### src/rtl/tile_pkg.sv
// Shared widths, request payload and FSM encoding for the tile RAM writer.
package tile_pkg;

    localparam int unsigned TILE_ADDR_W = 10;
    localparam int unsigned TILE_DATA_W = 8;
    localparam int unsigned TILE_CELLS  = 1024;

    typedef enum logic [1:0] {
        ST_IDLE  = 2'd0,
        ST_DRAIN = 2'd1,
        ST_CLEAR = 2'd2
    } tile_state_e;

    typedef struct packed {
        logic [TILE_ADDR_W-1:0] addr;
        logic [TILE_DATA_W-1:0] data;
    } tile_req_t;

endpackage

### src/rtl/tile_req_fifo.sv
// Write-request queue of {addr,data} entries; head is visible combinationally.
module tile_req_fifo
    import tile_pkg::*;
#(
    parameter int unsigned DEPTH = 4
) (
    input  logic                  clk,
    input  logic                  reset,
    input  logic                  push,
    input  tile_req_t             push_data,
    input  logic                  pop,
    output tile_req_t             head,
    output logic                  full,
    output logic                  empty,
    output logic [$clog2(DEPTH):0] count
);

    localparam int unsigned PTR_W = $clog2(DEPTH);
    localparam int unsigned CNT_W = PTR_W + 1;

    tile_req_t        r_mem [DEPTH];
    logic [PTR_W-1:0] r_wptr;
    logic [PTR_W-1:0] r_rptr;
    logic [CNT_W-1:0] r_count;
    logic             w_wr;
    logic             w_rd;

    assign full  = (r_count == CNT_W'(DEPTH));
    assign empty = (r_count == '0);
    assign count = r_count;
    assign head  = r_mem[r_rptr];

    // A full queue refuses a push even if a pop frees a slot this cycle.
    assign w_wr = push && !full;
    assign w_rd = pop && !empty;

    always_ff @(posedge clk) begin
        if (!reset) begin
            r_wptr  <= '0;
            r_rptr  <= '0;
            r_count <= '0;
        end else begin
            if (w_wr) r_wptr <= r_wptr + PTR_W'(1);
            if (w_rd) r_rptr <= r_rptr + PTR_W'(1);
            r_count <= r_count + CNT_W'(w_wr) - CNT_W'(w_rd);
        end
    end

    always_ff @(posedge clk) begin
        if (w_wr) r_mem[r_wptr] <= push_data;
    end

endmodule

### src/rtl/tile_ram_writer.sv
// Arbitrates tile RAM writes (queued requests and full clears) into display blanking.
// Optional TILE_WRITER_STATS_EN adds a 16-bit write_count output.
module tile_ram_writer
    import tile_pkg::*;
#(
    parameter int unsigned            FIFO_DEPTH  = 4,
    parameter logic [TILE_DATA_W-1:0] CLEAR_VALUE = 8'h00
) (
    input  logic                   clk,
    input  logic                   reset,
    input  logic                   display_on,
    input  logic [TILE_ADDR_W-1:0] disp_addr,
    input  logic                   req_valid,
    input  logic [TILE_ADDR_W-1:0] req_addr,
    input  logic [TILE_DATA_W-1:0] req_data,
    output logic                   req_ready,
    input  logic                   clear_start,
    output logic                   clear_busy,
    output logic [TILE_ADDR_W-1:0] ram_addr,
    output logic [TILE_DATA_W-1:0] ram_wdata,
    output logic                   ram_we
`ifdef TILE_WRITER_STATS_EN
    ,
    output logic [15:0]            write_count
`endif
);

    localparam int unsigned CNT_W = $clog2(FIFO_DEPTH) + 1;

    tile_state_e            r_state;
    logic [TILE_ADDR_W-1:0] r_clr_cnt;
    tile_req_t              w_head;
    tile_req_t              w_push_data;
    logic                   w_full;
    logic                   w_empty;
    logic [CNT_W-1:0]       w_count;
    logic                   w_push;
    logic                   w_blank;
    logic                   w_pop;
    logic                   w_clr_wr;
    logic                   w_clr_last;

    assign req_ready   = (w_count < CNT_W'(FIFO_DEPTH));
    assign w_push      = req_valid && !w_full;
    assign w_push_data = '{addr: req_addr, data: req_data};

    // Writes only in blanking; a cycle with reset low never writes.
    assign w_blank    = reset && !display_on;
    assign w_clr_wr   = w_blank && (r_state == ST_CLEAR);
    assign w_pop      = w_blank && (r_state != ST_CLEAR) && !w_empty;
    assign w_clr_last = (r_clr_cnt == TILE_ADDR_W'(TILE_CELLS - 1));
    assign clear_busy = (r_state == ST_CLEAR);

    tile_req_fifo #(
        .DEPTH(FIFO_DEPTH)
    ) u_fifo (
        .clk       (clk),
        .reset     (reset),
        .push      (w_push),
        .push_data (w_push_data),
        .pop       (w_pop),
        .head      (w_head),
        .full      (w_full),
        .empty     (w_empty),
        .count     (w_count)
    );

    // RAM port mux: clear data, queue head, or display scan address.
    always_comb begin
        ram_we    = 1'b0;
        ram_addr  = disp_addr;
        ram_wdata = w_head.data;
        if (w_clr_wr) begin
            ram_we    = 1'b1;
            ram_addr  = r_clr_cnt;
            ram_wdata = CLEAR_VALUE;
        end else if (w_pop) begin
            ram_we    = 1'b1;
            ram_addr  = w_head.addr;
        end
    end

    always_ff @(posedge clk) begin
        if (!reset) begin
            r_state   <= ST_IDLE;
            r_clr_cnt <= '0;
        end else begin
            case (r_state)
                ST_IDLE: begin
                    if (clear_start) begin
                        r_state   <= ST_CLEAR;
                        r_clr_cnt <= '0;
                    end else if (!w_empty) begin
                        r_state <= ST_DRAIN;
                    end
                end
                ST_DRAIN: begin
                    if (clear_start) begin
                        r_state   <= ST_CLEAR;
                        r_clr_cnt <= '0;
                    end else if (w_empty) begin
                        r_state <= ST_IDLE;
                    end
                end
                ST_CLEAR: begin
                    if (w_clr_wr) begin
                        if (w_clr_last) begin
                            r_state   <= w_empty ? ST_IDLE : ST_DRAIN;
                            r_clr_cnt <= '0;
                        end else begin
                            r_clr_cnt <= r_clr_cnt + TILE_ADDR_W'(1);
                        end
                    end
                end
                default: r_state <= ST_IDLE;
            endcase
        end
    end

`ifdef TILE_WRITER_STATS_EN
    logic [15:0] r_write_count;

    assign write_count = r_write_count;

    always_ff @(posedge clk) begin
        if (!reset) begin
            r_write_count <= '0;
        end else if (ram_we) begin
            r_write_count <= r_write_count + 16'd1;
        end
    end
`endif

endmodule

### config.mk
export PLATFORM = sky130hd
export DESIGN_NAME = tile_ram_writer
export DESIGN_NICKNAME = d
export VERILOG_FILES = /design/src/rtl/tile_pkg.sv /design/src/rtl/tile_req_fifo.sv /design/src/rtl/tile_ram_writer.sv
export SDC_FILE = /design/constraint.sdc
export NUM_CORES = 1
export LEC_CHECK = 0
export BUFFER_PORTS_ARGS = -buffer_cell sky130_fd_sc_hd__clkbuf_2
export CAP_MARGIN = 20
export CORE_UTILIZATION = 60
export DETAILED_ROUTE_END_ITERATION = 7
export PLACE_DENSITY_LB_ADDON = 0.25
export REMOVE_ABC_BUFFERS = 1
export SETUP_SLACK_MARGIN = 0.05
export SLEW_MARGIN = 0
export SYNTH_ARGS = -nofsm -noshare
export SYNTH_HDL_FRONTEND = slang
export SYNTH_SLANG_ARGS = --single-unit
### constraint.sdc
create_clock -name clk -period 4.52 [get_ports clk]
set_clock_uncertainty 0.05 [all_clocks]
set_input_delay 0.226 -clock clk [delete_from_list [all_inputs] [get_ports clk]]
set_output_delay 0.226 -clock clk [all_outputs]
set_load 0.01 [all_outputs]
==> results of run 1 <==
worst register-to-register path, cell delays in order (launching register included):
cell and delay (ps):
dfxtp_1 350, nor3_1 550, nor3_4 240, ha_1 350, inv_1 40, ha_1 180
fa_1 370, xnor2_1 170, nor2_1 50
final timing paths:
| path | slack, ps | start | to | depth (start not counted) |
|---|---|---|---|---|
| hold reg to reg | 470 | r_clr_cnt[7] | r_clr_cnt[7] | 2 |
| hold / removal | 20 | req_data[4] | u_fifo.r_mem[2][4] | 1 |
| setup reg to reg | 2070 | u_fifo.count[1] | u_fifo.count[2] | 8 |
| setup / recovery | 2070 | u_fifo.count[1] | u_fifo.count[2] | 8 |
routing by layer:
layer	part of all wire [%]	vias up
met5	0	-
met4	1.9	0
met3	4.8	12
met2	48	58
met1	45	1084
li1	-	1055
metrics by stage:
stage	utilization (%)	setup slack, ps	hold WS (ps)	total power, mW	instances
after floorplan	-	2240	275	1.36	240
after global placement	66.7	2110	393	1.49	371
after detailed placement	66.7	2050	400	1.50	371
after CTS	70.3	2040	15.7	2.12	387
after global routing	70.3	1910	22.6	2.20	387
final	70.3	2070	23.7	2.10	387
layout make-up:
cell class                      instances  area share, %
Sequential cell                        93           57.9
Clock buffer                            9           2.78
Timing Repair Buffer                   54           6.11
Tap cell                               77           2.16
Multi-Input combinational cell        138           28.0
Inverter                                9          0.757
Clock inverter                          7           2.36
registers in the layout, indices dropped and copies added, names as in the netlist, named ones only:
| name | count |
|---|---|
| u_fifo.count | 3 |
| u_fifo.r_wptr | 2 |
| u_fifo.r_mem | 72 |
| r_clr_cnt | 10 |
| u_fifo.r_rptr | 2 |
| r_state | 2 |
power by group:
group          total [mW]  internal (mW)  switching [mW]
Combinational       0.414          0.190           0.224
Clock               0.623          0.320           0.303
Sequential           1.07           1.03          0.0385
kinds of logic after synthesis:
family | synth area share, %
buffers and inverters | 2.70
XOR/XNOR | 2.89
AO/OA/AOI/OAI | 4.61
AND/OR/NAND/NOR | 8.36
multiplexers | 13.1
flip-flops | 65.6
adder cells (fa/ha/maj) | 2.73
placed cells by master, fill, tap and decap left out, types with 4 or more instances in the layout:
master and count:
xor2_1 8, mux4_2 18, dfxtp_1 21, a21oi_1 4, and2_1 8, o2111ai_1 4, inv_1 9, ha_1 7
clkbuf_2 53, clkbuf_8 9, nor2_1 15, o21ai_0 14, nor2b_1 9, xnor2_1 5, mux2i_1 11, nand2_1 13
edfxtp_1 72
==> results.py, run 1 <==
metrics = {
    "layout": {
        "ff_latch_area_um2": 2580,
        "nets": 346,
        "drive_gt1_share_pct": 29.7,
        "stdcell_area_um2": 4460,
        "antenna_cells": 0,
        "area_growth_pct": 13.4,
        "multi_input_area_um2": 1250,
        "nFillCells": 439,
    },
    "setup_path": {
        "cpMostUsedCell": "ha_1",
        "cp.arrival_ps": 2660,
        "path_cells": "nor3_1, nor3_4, ha_1, inv_1, ha_1, fa_1, xnor2_1, nor2_1",
        "slowest_delay_ps": 550,
        "timing_worst_setup_path_type": "flip-flop to flip-flop",
        "cp-start-kind": "flip-flop",
        "path_delay_family": "adder cells",
        "cp-end-kind": "flip-flop",
        "worst-path-max-fanout": 12,
        "cp.required_ps": 4730,
        "critPathBufInv": 1,
        "critPathSlowestCell": "nor3_1",
    },
    "floorplanning": {
        "die_w_um": 83.0,
        "initial_utilization_pct": 62.0,
        "floorplan.die.height_um": 83.0,
        "num_io_pins": 54,
        "rows": 29,
        "dieArea_um2": 6890,
        "fp.coreArea_um2": 6350,
    },
    "route": {
        "vias_per_cell": 5.71,
        "ant_nets": 0,
        "first_iter_violations": 134,
        "num_vias": 2209,
        "avgRoutedWirePerCell_um": 17.3,
        "first_pass_iters": 4,
        "remaining_drc_errors": 0,
        "drt-total-wl_um": 6700,
    },
    "grt": {
        "grt-busiest-layer": "met2",
        "grt_pass1_vias": 2207,
        "grt-ovfl-total": 0,
        "antenna_found_initial": 0,
        "met1_usage_pct": 27.8,
        "grt_usage_pct": 21.0,
        "grt_max_degree": 39,
        "use_met2_pct": 33.6,
        "grt_use_met3_pct": 4.57,
        "grt_pass1_wl_um": 10800,
    },
    "cts": {
        "cts-root-buf": "clkbuf_8",
        "clkLatencyLatePin_ps": 360,
        "cts_tree": "built",
        "post_cts_buffers": 0,
        "postCtsResizedCells": 0,
        "ctsHoldBuffers": 0,
        "cts_sinks": 93,
        "cts_buffer_depth": 2,
        "h-tree-depth": 3,
        "cts-buffers-inserted": 9,
        "path_clk_slew_ps": 100,
    },
    "min_path": {
        "min_path_type": "input pin to flip-flop",
    },
    "synthesis": {
        "synth.avg_cell_area_um2": 15.7,
        "synth_cells": 251,
        "synth_commonest_cells": "72 x edfxtp_1, 21 x dfxtp_1, 18 x mux4_2",
        "netlist.area_leader.share_pct": 54.9,
        "synth_warnings": 0,
        "async_flop_share_pct": 0,
        "synthTopCellsByArea": "edfxtp_1 55%, dfxtp_1 11%, mux4_2 10%",
        "yosys.area.top_type": "edfxtp_1",
        "synth.most_common_cell": "edfxtp_1",
        "syn_area_um2": 3940,
        "synth_edf_count": 72,
        "ys_seq_area_share_pct": 65.6,
        "synth-seq-cells": 93,
        "synth.distinct_cells": 38,
        "synthFlopType": "edfxtp_1",
    },
    "sta": {
        "slew_headroom_pct": 36.0,
        "tightest_slew_ps": 960,
        "setup_viol": 0,
        "fin_setup_tns_ps": 0,
        "rsz0062_at_grt": "no",
        "finalHoldViolations": 0,
        "period_share_pct": 54.3,
        "finalCriticalPeriod_ps": 2450,
        "slew_viol_final": 0,
        "fmax_mhz": 408,
    },
    "run_status": {
        "status": "finished, final reports clean",
    },
    "place": {
        "hpwl_um": 4410,
        "place.gp.congestion": 0.863,
        "placed_cell_area_um2": 4230,
        "port_buffers": 53,
    },
    "power": {
        "p_leak_nw": 1.56,
        "ir_worst_vdd_mv": 0.306,
        "p_per_area_nw_per_um2": 471,
    },
    "run": {
        "maxCapViolations": 0,
    },
}
No activity file was read; power rests on OpenSTA's default activity.
==> run 2: changes to the inputs <==
Settings changed: ABC_AREA from default to 1, CORE_UTILIZATION 60 to 57.
Clock period 4.52 ns to 2.3 ns, I/O delays scaled along.
==> results.py, run 2 <==
metrics = {
    "grt": {
        "grt_pass1_wl_um": 13200,
        "grt_max_degree": 37,
        "antenna_found_initial": 0,
        "grt_pass1_vias": 2851,
        "grt-ovfl-total": 0,
        "grt_usage_pct": 23.4,
    },
    "layout": {
        "antenna_cells": 0,
        "drive_gt1_share_pct": 20.2,
        "nFillCells": 539,
        "final_cells": 596,
        "final_cell_mix": "82 x nand2_1, 76 x nor2_1, 72 x edfxtp_1",
        "nets": 536,
        "max_flop_register": "u_fifo.r_mem",
        "layout_commonest_cell": "nand2_1",
        "largest_reg_flops": 72,
        "area_growth_pct": 19.0,
    },
    "floorplanning": {
        "die_w_um": 87.1,
        "fp.coreArea_um2": 6910,
        "initial_utilization_pct": 59.7,
        "dieArea_um2": 7580,
        "floorplan.die.height_um": 87.1,
        "num_io_pins": 54,
        "rows": 30,
    },
    "synthesis": {
        "synthFlopType": "edfxtp_1",
        "synthTopCellsByArea": "edfxtp_1 52%, dfxtp_1 10%, nand2_1 7.6%",
        "synth_warnings": 0,
        "synth.most_common_cell": "nand2_1",
        "syn_area_um2": 4130,
        "ys_seq_area_share_pct": 62.6,
        "synth-seq-cells": 93,
        "synth_edf_count": 72,
        "synth_commonest_cells": "83 x nand2_1, 76 x nor2_1, 72 x edfxtp_1",
        "netlist.area_leader.share_pct": 52.4,
        "async_flop_share_pct": 0,
        "yosys.area.top_type": "edfxtp_1",
        "synth.avg_cell_area_um2": 10.0,
        "synth_cells": 412,
        "synth.distinct_cells": 33,
    },
    "cts": {
        "cts_tree": "built",
        "cts_sinks": 93,
        "clkLatencyLatePin_ps": 350,
        "cts-root-buf": "clkbuf_8",
        "h-tree-depth": 3,
        "cts_buffer_depth": 2,
        "path_clk_slew_ps": 90,
        "cts-buffers-inserted": 9,
    },
    "power": {
        "p_per_area_nw_per_um2": 824,
        "p_leak_nw": 2.03,
        "p_total_mw": 4.04,
        "ir_worst_vdd_mv": 0.525,
    },
    "route": {
        "remaining_drc_errors": 0,
        "ant_nets": 0,
        "first_iter_violations": 262,
        "avgRoutedWirePerCell_um": 13.4,
        "first_pass_iters": 4,
        "drt-total-wl_um": 8020,
        "num_vias": 3035,
        "vias_per_cell": 5.09,
    },
    "setup_path": {
        "cpMostUsedCell": "ha_1",
        "cp-start-kind": "flip-flop",
        "path_cells": "inv_2, nand2_2, nor2_4, nor2_8, ha_1, inv_1, ha_1, fa_1, or2_2, a21oi_1",
        "timing_worst_setup_path_type": "flip-flop to flip-flop",
        "critPathBufInv": 2,
        "rr_worst_depth": 10,
        "cp.depth": 10,
        "slowest_delay_ps": 370,
        "worst-path-max-fanout": 3,
        "crit_start": "u_fifo.count[1]",
        "critPathSlowestCell": "fa_1",
        "cp-end-kind": "flip-flop",
        "path_delay_family": "adder cells",
        "reg2reg_from": "u_fifo.count[1]",
        "cp.required_ps": 2540,
        "cp.arrival_ps": 2370,
    },
    "place": {
        "place.gp.congestion": 0.797,
        "hpwl_um": 5170,
        "port_buffers": 53,
        "dp_cells": 557,
    },
    "min_path": {
        "hold_depth": 4,
        "hp-start": "req_valid",
        "min_path_type": "input pin to flip-flop",
    },
    "sta": {
        "slew_viol_final": 0,
        "finalHoldViolations": 0,
        "rsz0062_at_grt": "no",
        "setup_viol": 0,
        "fin_setup_tns_ps": 0,
        "period_share_pct": 92.8,
        "fmax_mhz": 469,
        "slew_headroom_pct": 53.1,
        "finalCriticalPeriod_ps": 2130,
        "tightest_slew_ps": 701,
    },
    "run": {
        "maxCapViolations": 0,
    },
    "run_status": {
        "status": "finished, final reports clean",
    },
}
## run 2: changes by cell type after synthesis, moves of 8 or more
cell / previous run / this run
a21oi_1: 4 / 18
a31oi_1: 1 / 11
and2_1: 8 / 0
inv_1: 9 / 27
mux2i_1: 11 / 0
mux4_2: 18 / 0
nand2_1: 13 / 83
nor2_1: 15 / 76
nor2b_1: 9 / 0
o21ai_0: 14 / 44
## run 2: metal layers
layer  GRT usage [%]  up-vias  wire length [µm]
met5               0        -                 0
met4            8.03        0                40
met3            4.27        4               435
met2            40.7       92              4110
met1            29.5     1395              3430
li1                -     1544                 -
## run 2: worst min-delay path: cells and delay by family
kind	cells	cell delay (ps)
compound gates	2	130
buf+inv	2	240
## run 2: path summary, 6_finish.rpt
| check | to | slack (ps) |
|---|---|---|
| max reg2reg | u_fifo.count[2] | 170 |
| min reg2reg | u_fifo.r_rptr[1] | 420 |
| min | u_fifo.r_wptr[0] | 120 |
| max | u_fifo.count[2] | 170 |
## run 2: timing repair
action                                  CTS  global route
endpoints found under the setup margin    0             1
endpoints found under the hold margin    73             0
hold buffers                             19             0
gates resized for setup                   0             1
setup buffers                             0             4
## run 2: cell families after synthesis
logic type / after synthesis / share of synthesized area, %
adders and majority gates: 8 / 2.61
xor gates and xnor gates: 5 / 1.06
AOI/OAI and AO/OA: 75 / 9.55
DFF: 93 / 62.6
and+or+nand+nor: 182 / 18.7
buffers and inverters: 49 / 5.43
## run 2: power breakdown
part	internal, mW	switching, mW
Sequential	1.98	0.0616
Combinational	0.390	0.614
Clock	0.408	0.587
Total	2.78	1.26
## run 2: per-stage QoR
stage | instance area (µm²) | setup WS, ps | hold WS [ps] | utilization, %
floorplan | 4030 | 3.22 | 158 | -
global placement | 4500 | 177 | 277 | 65.2
detailed placement | 4500 | 113 | 286 | 65.2
CTS | 4870 | 72.8 | 108 | 70.6
global route | 4910 | 57.0 | 137 | 71.1
finish | 4910 | 166 | 119 | 71.1
## run 2: area by class of cell
cell class	count	area [µm²]	area share (%)
Tap cell	96	120	2.45
Clock buffer	9	124	2.52
Sequential cell	93	2580	52.6
Inverter	33	126	2.58
Timing Repair Buffer	88	576	11.7
Clock inverter	7	57.6	1.17
Multi-Input combinational cell	270	1320	26.9
